File: src/rtl/uart_tx_arb.sv
// uart_tx_arb: two-port byte arbiter in front of a single UART transmitter.
//
// Ports:
//   clk, rst_n            system clock, asynchronous active-low reset
//   reqN, dataN, lockN    port N byte request, byte, keep-ownership request
//   ackN                  one-cycle pulse when the port N byte is accepted
//   trmt, tx_data         start pulse and byte for the transmitter
//   tx_done               transmitter idle/complete flag
//   gnt                   one-hot current or last owner (2'b00 only after reset)
//   busy                  high while a byte is being handed off or transmitted
//   cnt0, cnt1            per-port count of accepted bytes, wrapping at 256
module uart_tx_arb (
    input  logic       clk,
    input  logic       rst_n,
    input  logic       req0,
    input  logic [7:0] data0,
    input  logic       lock0,
    output logic       ack0,
    input  logic       req1,
    input  logic [7:0] data1,
    input  logic       lock1,
    output logic       ack1,
    output logic       trmt,
    output logic [7:0] tx_data,
    input  logic       tx_done,
    output logic [1:0] gnt,
    output logic       busy,
    output logic [7:0] cnt0,
    output logic [7:0] cnt1
);

    typedef enum logic [1:0] {
        IDLE = 2'd0,
        SEND = 2'd1,
        WAIT = 2'd2
    } state_t;

    state_t     r_state, w_state_nxt;
    logic       r_ack0, r_ack1, r_trmt, r_busy;
    logic       w_ack0_nxt, w_ack1_nxt, w_trmt_nxt, w_busy_nxt;
    logic [7:0] r_tx_data, w_tx_data_nxt;
    logic [1:0] r_gnt, w_gnt_nxt;
    logic [7:0] r_cnt0, r_cnt1, w_cnt0_nxt, w_cnt1_nxt;
    logic       r_lock_hold, w_lock_hold_nxt;
    // 1 when port 1 was served last; reset value makes port 0 win the first tie.
    logic       r_last1, w_last1_nxt;

    logic       w_owner1, w_owner_lock;
    logic       w_elig0, w_elig1, w_pick1;

    // Eligibility uses the registered lock_hold: an owner dropping its lock
    // while idle releases the other port from the following cycle on, and an
    // owner that drops lock in the accept cycle still wins that accept.
    assign w_owner1     = r_gnt[1];
    assign w_owner_lock = w_owner1 ? lock1 : lock0;
    assign w_elig0      = req0 && (!r_lock_hold || !w_owner1);
    assign w_elig1      = req1 && (!r_lock_hold ||  w_owner1);
    assign w_pick1      = w_elig1 && (!w_elig0 || !r_last1);

    always_ff @(posedge clk or negedge rst_n) begin
        if (!rst_n) begin
            r_state     <= IDLE;
            r_ack0      <= 1'b0;
            r_ack1      <= 1'b0;
            r_trmt      <= 1'b0;
            r_busy      <= 1'b0;
            r_tx_data   <= '0;
            r_gnt       <= '0;
            r_cnt0      <= '0;
            r_cnt1      <= '0;
            r_lock_hold <= 1'b0;
            r_last1     <= 1'b1;
        end else begin
            r_state     <= w_state_nxt;
            r_ack0      <= w_ack0_nxt;
            r_ack1      <= w_ack1_nxt;
            r_trmt      <= w_trmt_nxt;
            r_busy      <= w_busy_nxt;
            r_tx_data   <= w_tx_data_nxt;
            r_gnt       <= w_gnt_nxt;
            r_cnt0      <= w_cnt0_nxt;
            r_cnt1      <= w_cnt1_nxt;
            r_lock_hold <= w_lock_hold_nxt;
            r_last1     <= w_last1_nxt;
        end
    end

    always_comb begin
        w_state_nxt     = r_state;
        w_ack0_nxt      = 1'b0;
        w_ack1_nxt      = 1'b0;
        w_trmt_nxt      = 1'b0;
        w_tx_data_nxt   = r_tx_data;
        w_gnt_nxt       = r_gnt;
        w_cnt0_nxt      = r_cnt0;
        w_cnt1_nxt      = r_cnt1;
        w_lock_hold_nxt = r_lock_hold;
        w_last1_nxt     = r_last1;

        case (r_state)
            IDLE: begin
                if (w_elig0 || w_elig1) begin
                    w_state_nxt = SEND;
                    w_trmt_nxt  = 1'b1;
                    w_last1_nxt = w_pick1;
                    if (w_pick1) begin
                        w_ack1_nxt      = 1'b1;
                        w_tx_data_nxt   = data1;
                        w_gnt_nxt       = 2'b10;
                        w_cnt1_nxt      = r_cnt1 + 8'd1;
                        w_lock_hold_nxt = lock1;
                    end else begin
                        w_ack0_nxt      = 1'b1;
                        w_tx_data_nxt   = data0;
                        w_gnt_nxt       = 2'b01;
                        w_cnt0_nxt      = r_cnt0 + 8'd1;
                        w_lock_hold_nxt = lock0;
                    end
                end else if (r_lock_hold && !w_owner_lock) begin
                    w_lock_hold_nxt = 1'b0;
                end
            end
            SEND: w_state_nxt = WAIT;
            WAIT: if (tx_done) w_state_nxt = IDLE;
            default: w_state_nxt = IDLE;
        endcase

        w_busy_nxt = (w_state_nxt != IDLE);
    end

    assign ack0    = r_ack0;
    assign ack1    = r_ack1;
    assign trmt    = r_trmt;
    assign tx_data = r_tx_data;
    assign gnt     = r_gnt;
    assign busy    = r_busy;
    assign cnt0    = r_cnt0;
    assign cnt1    = r_cnt1;

endmodule

File: config.mk
export PLATFORM = sky130hd
export DESIGN_NAME = uart_tx_arb
export DESIGN_NICKNAME = d
export VERILOG_FILES = /design/src/rtl/uart_tx_arb.sv
export SDC_FILE = /design/constraint.sdc
export NUM_CORES = 1
export LEC_CHECK = 0
export CORE_MARGIN = 2
export CORE_UTILIZATION = 40
export CTS_CLUSTER_DIAMETER = 40
export CTS_CLUSTER_SIZE = 30
export DETAILED_ROUTE_END_ITERATION = 12
export GPL_TIMING_DRIVEN = 0
export HOLD_SLACK_MARGIN = 0.02
export PLACE_DENSITY_LB_ADDON = 0.12
export SLEW_MARGIN = 5
export SYNTH_ARGS = -nofsm -noshare
export SYNTH_HDL_FRONTEND = slang
export SYNTH_SLANG_ARGS = --single-unit
export TNS_END_PERCENT = 100
File: constraint.sdc
create_clock -name clk -period 1.6 [get_ports clk]
set_clock_uncertainty 0.1 [all_clocks]
set_input_delay 0.32 -clock clk [delete_from_list [all_inputs] [get_ports clk]]
set_output_delay 0.32 -clock clk [all_outputs]
set_load 0.01 [all_outputs]
==> summary.json, run 1 <==
{
  "use_met1": 0.212,
  "synthesized_area_sq_um": 1490,
  "end_kind": "flop",
  "worst_hold_slack_ns": -0.00630,
  "worst_skew_pair.late_latency_ns": 0.28,
  "cp_max_fo": 5,
  "critical_path_arrival_ns": 1.78,
  "violations": "hold timing, setup timing",
  "drv_slew": 0,
  "rrSetupSlack_ns": -0.11,
  "first_global_vias": 1228,
  "grt_util_met2": 0.293,
  "gr-total-overflow": 0,
  "regToRegEndpoint": "cnt0[1]$_DFFE_PN0P_",
  "worst_slew_pin_slew_ns": 0.736,
  "drt-wirelength-per-cell_um": 14.4,
  "fin_ws_ns": -0.111,
  "grt.total_usage": 0.178,
  "yosysWarnings": 0,
  "core-area_sq_um": 3630,
  "antenna_found_initial": 0,
  "std_cell_rows": 22,
  "period_utilisation_layout": 1.07,
  "port_buffers": 52,
  "finalSetupViolations": 17,
  "fin_crit_ns": 1.71,
  "drt_wl_total_um": 3420,
  "finalSetupTns_ns": -1.24,
  "cts.sink_count": 34,
  "die_h_um": 65.0,
  "static-leakage-power_nw": 1.15,
  "synth_cell_types": 32,
  "syn_to_final_growth_pct": 51.8,
  "starting_density_of_the_core": 0.410,
  "htree_levels": 2,
  "clk_root_buffer_cell": "clkbuf_8",
  "cts_inserted_buffers": 5,
  "post_route_cells_drive_above_1_share": 0.196,
  "die_width_um": 65.0,
  "vias_per_cell": 5.05,
  "global_route_wire_length_before_repair_um": 5640,
  "synth_seq_area_share": 0.572,
  "route.vias.total": 1196,
  "endpoint": "cnt0[1]$_DFFE_PN0P_",
  "cts_tree": "yes",
  "drt_iter0_drc": 39,
  "critical_path.startpoint": "r_state[0]$_DFF_PN0_",
  "place.gp.congestion": 0.731,
  "mappedNetlistNets": 145,
  "worstRegToRegCells": 5,
  "hold_path.class": "in2async",
  "detailedRoute.firstPassIterationCount": 4,
  "critPathKind": "reg2reg",
  "grt_max_degree": 35,
  "max-cap-violations": 0,
  "start_kind": "flop",
  "slew-limit-headroom": 0.509,
  "finalInstanceArea_sq_um": 2260,
  "remaining_drc_errors": 0,
  "cts_buffer_depth": 2,
  "cellPowerDensity_nw_per_um2": 1890,
  "postSynthRegisterBits": 34,
  "final_antenna_net_count": 0,
  "die-area_sq_um": 4230,
  "synth_area_per_cell_sq_um": 12.4,
  "status": "finished, violations left",
  "hold_violations": 14,
  "grt_busiest_layer": "met2",
  "finalNetCount": 214,
  "synthesis.instances": 120,
  "crit_required_ns": 1.67,
  "clk_pin_slew_worst_paths_ns": 0.06,
  "setup_repair_after_global_routing_missed_its_margin": "yes",
  "grtUsageMet3": 0.0538,
  "placement.cell_area_sq_um": 2070,
  "top_level_pins": 53,
  "reg2reg_from": "r_state[0]$_DFF_PN0_",
  "irDropWorstVdd_v": 0.000845,
  "timing.fmax_mhz": 585,
  "post-dp-hpwl_um": 2230,
  "insertedDiodeCount": 0
}
## flip-flops by register name (all words and copies together), names as in the netlist
name / count
cnt0: 8
cnt1: 8
tx_data: 8
gnt: 2
r_state: 2
ack0: 1
ack1: 1
busy: 1
r_last1: 1
r_lock_hold: 1
trmt: 1
## what timing repair did
action / in CTS / in global routing
cloned: 1 / 0
setup endpoints to repair: 41 / 34
setup buffers: 8 / 1
gates resized for setup: 25 / 20
hold buffers: 0 / 0
pin swaps: 7 / 3
## through the flow
step / util / hold slack (ns) / setup slack (ns) / power [mW] / cells
2_1_floorplan: - / -0.0756 / -0.0219 / 2.65 / 120
3_3_place_gp: 0.571 / 0.360 / -0.718 / 3.57 / 220
3_5_place_dp: 0.570 / 0.336 / -0.493 / 3.62 / 220
4_1_cts: 0.605 / 0.0258 / -0.120 / 4.27 / 236
5_1_grt: 0.623 / 0.0563 / -0.186 / 4.58 / 237
6_report: 0.623 / -0.00630 / -0.111 / 4.27 / 237
## placed cells by master, fill, tap and decap left out, types with 3 or more instances in the layout
cell type | netlist | final
dlymetal6s2s_1 | 0 | 10
nand4_1 | 5 | 5
nand2_1 | 4 | 4
xor2_1 | 7 | 7
clkdlybuf4s50_1 | 0 | 21
clkbuf_8 | 0 | 5
buf_6 | 1 | 5
xnor2_1 | 7 | 7
nor2_1 | 7 | 7
dlygate4sd2_1 | 0 | 20
a21o_1 | 10 | 10
a22o_1 | 8 | 8
buf_4 | 1 | 10
nand3_1 | 4 | 4
dfrtp_2 | 0 | 3
dfrtp_1 | 33 | 30
## how the worst min path moves through the flow
stage / endpoint / slack, ns / cells past startpoint
floorplan: ack0$_DFF_PN0_ / -0.08 / 0
global placement: cnt0[7]$_DFFE_PN0P_ / 0.36 / 1
detailed placement: cnt0[4]$_DFFE_PN0P_ / 0.34 / 1
CTS: cnt0[4]$_DFFE_PN0P_ / 0.03 / 1
global route: cnt0[5]$_DFFE_PN0P_ / 0.06 / 1
finish: cnt0[4]$_DFFE_PN0P_ / -0.006 / 1
## kinds of logic after synthesis
kind of cell             Yosys count  synth area share
AND/OR/NAND/NOR                   34             0.143
flip-flops                        34             0.572
AO/OA/AOI/OAI                     21             0.113
XOR/XNOR                          14            0.0823
buffers and inverters             10            0.0361
multiplexers                       5            0.0369
adder cells (fa/ha/maj)            2            0.0168
## critical path, stage by stage (launching register included)
cell and delay (ns):
dfrtp_1 0.37, or2_1 0.24, a211o_1 0.29, buf_6 0.16
nor2_4 0.14, mux2_4 0.30
## metal layers
metal,vias up,wire [um]
li1,559,-
met1,593,1450
met2,38,1690
met3,6,241
met4,0,40
met5,-,0
## power by group
group	switching (mW)	total (mW)	leakage (nW)	internal, mW
sequential	0.270	1.54	0.410	1.26
clock	0.282	0.581	0.0383	0.299
combinational	0.982	2.16	0.703	1.18
## layout make-up
| class | count | area [sq um] |
|---|---|---|
| Fill cell | 329 | 1370 |
| Sequential cell | 34 | 856 |
| Multi-Input combinational cell | 76 | 603 |
| Timing Repair Buffer | 62 | 588 |
| Clock buffer | 7 | 76.3 |
| Buffer | 6 | 63.8 |
| Tap cell | 48 | 60.1 |
| Inverter | 4 | 15.0 |
## cell usage after synthesis, drive strengths merged
master | number | area share
a211o | 1 | 0.0059
a21o | 10 | 0.050
a221o | 1 | 0.0067
a22o | 8 | 0.047
and3 | 2 | 0.0084
and4 | 1 | 0.0059
buf | 6 | 0.026
clkinv | 1 | 0.0025
dfrtp | 33 | 0.55
dfstp | 1 | 0.018
ha | 2 | 0.017
inv | 3 | 0.0076
mux2 | 4 | 0.030
mux2i | 1 | 0.0067
nand2 | 4 | 0.010
nand2b | 2 | 0.0084
nand3 | 4 | 0.013
nand3b | 1 | 0.0050
nand4 | 5 | 0.021
nor2 | 8 | 0.025
nor3 | 3 | 0.010
nor4 | 3 | 0.031
o21ai | 1 | 0.0034
or2 | 1 | 0.0042
xnor2 | 7 | 0.041
xor2 | 7 | 0.041
No activity file was read; power rests on OpenSTA's default activity.
==> inputs of run 2 (changes only) <==
--- a/config.mk
+++ b/config.mk
@@ -5,6 +5,7 @@
 export SDC_FILE = /design/constraint.sdc
 export NUM_CORES = 1
 export LEC_CHECK = 0
+export CAP_MARGIN = 20
 export CORE_MARGIN = 2
 export CORE_UTILIZATION = 40
 export CTS_CLUSTER_DIAMETER = 40
@@ -17,4 +18,3 @@
 export SYNTH_ARGS = -nofsm -noshare
 export SYNTH_HDL_FRONTEND = slang
 export SYNTH_SLANG_ARGS = --single-unit
-export TNS_END_PERCENT = 100
==> results of run 2 <==
The final DEF is identical to that of run 1; final timing and power are the same.
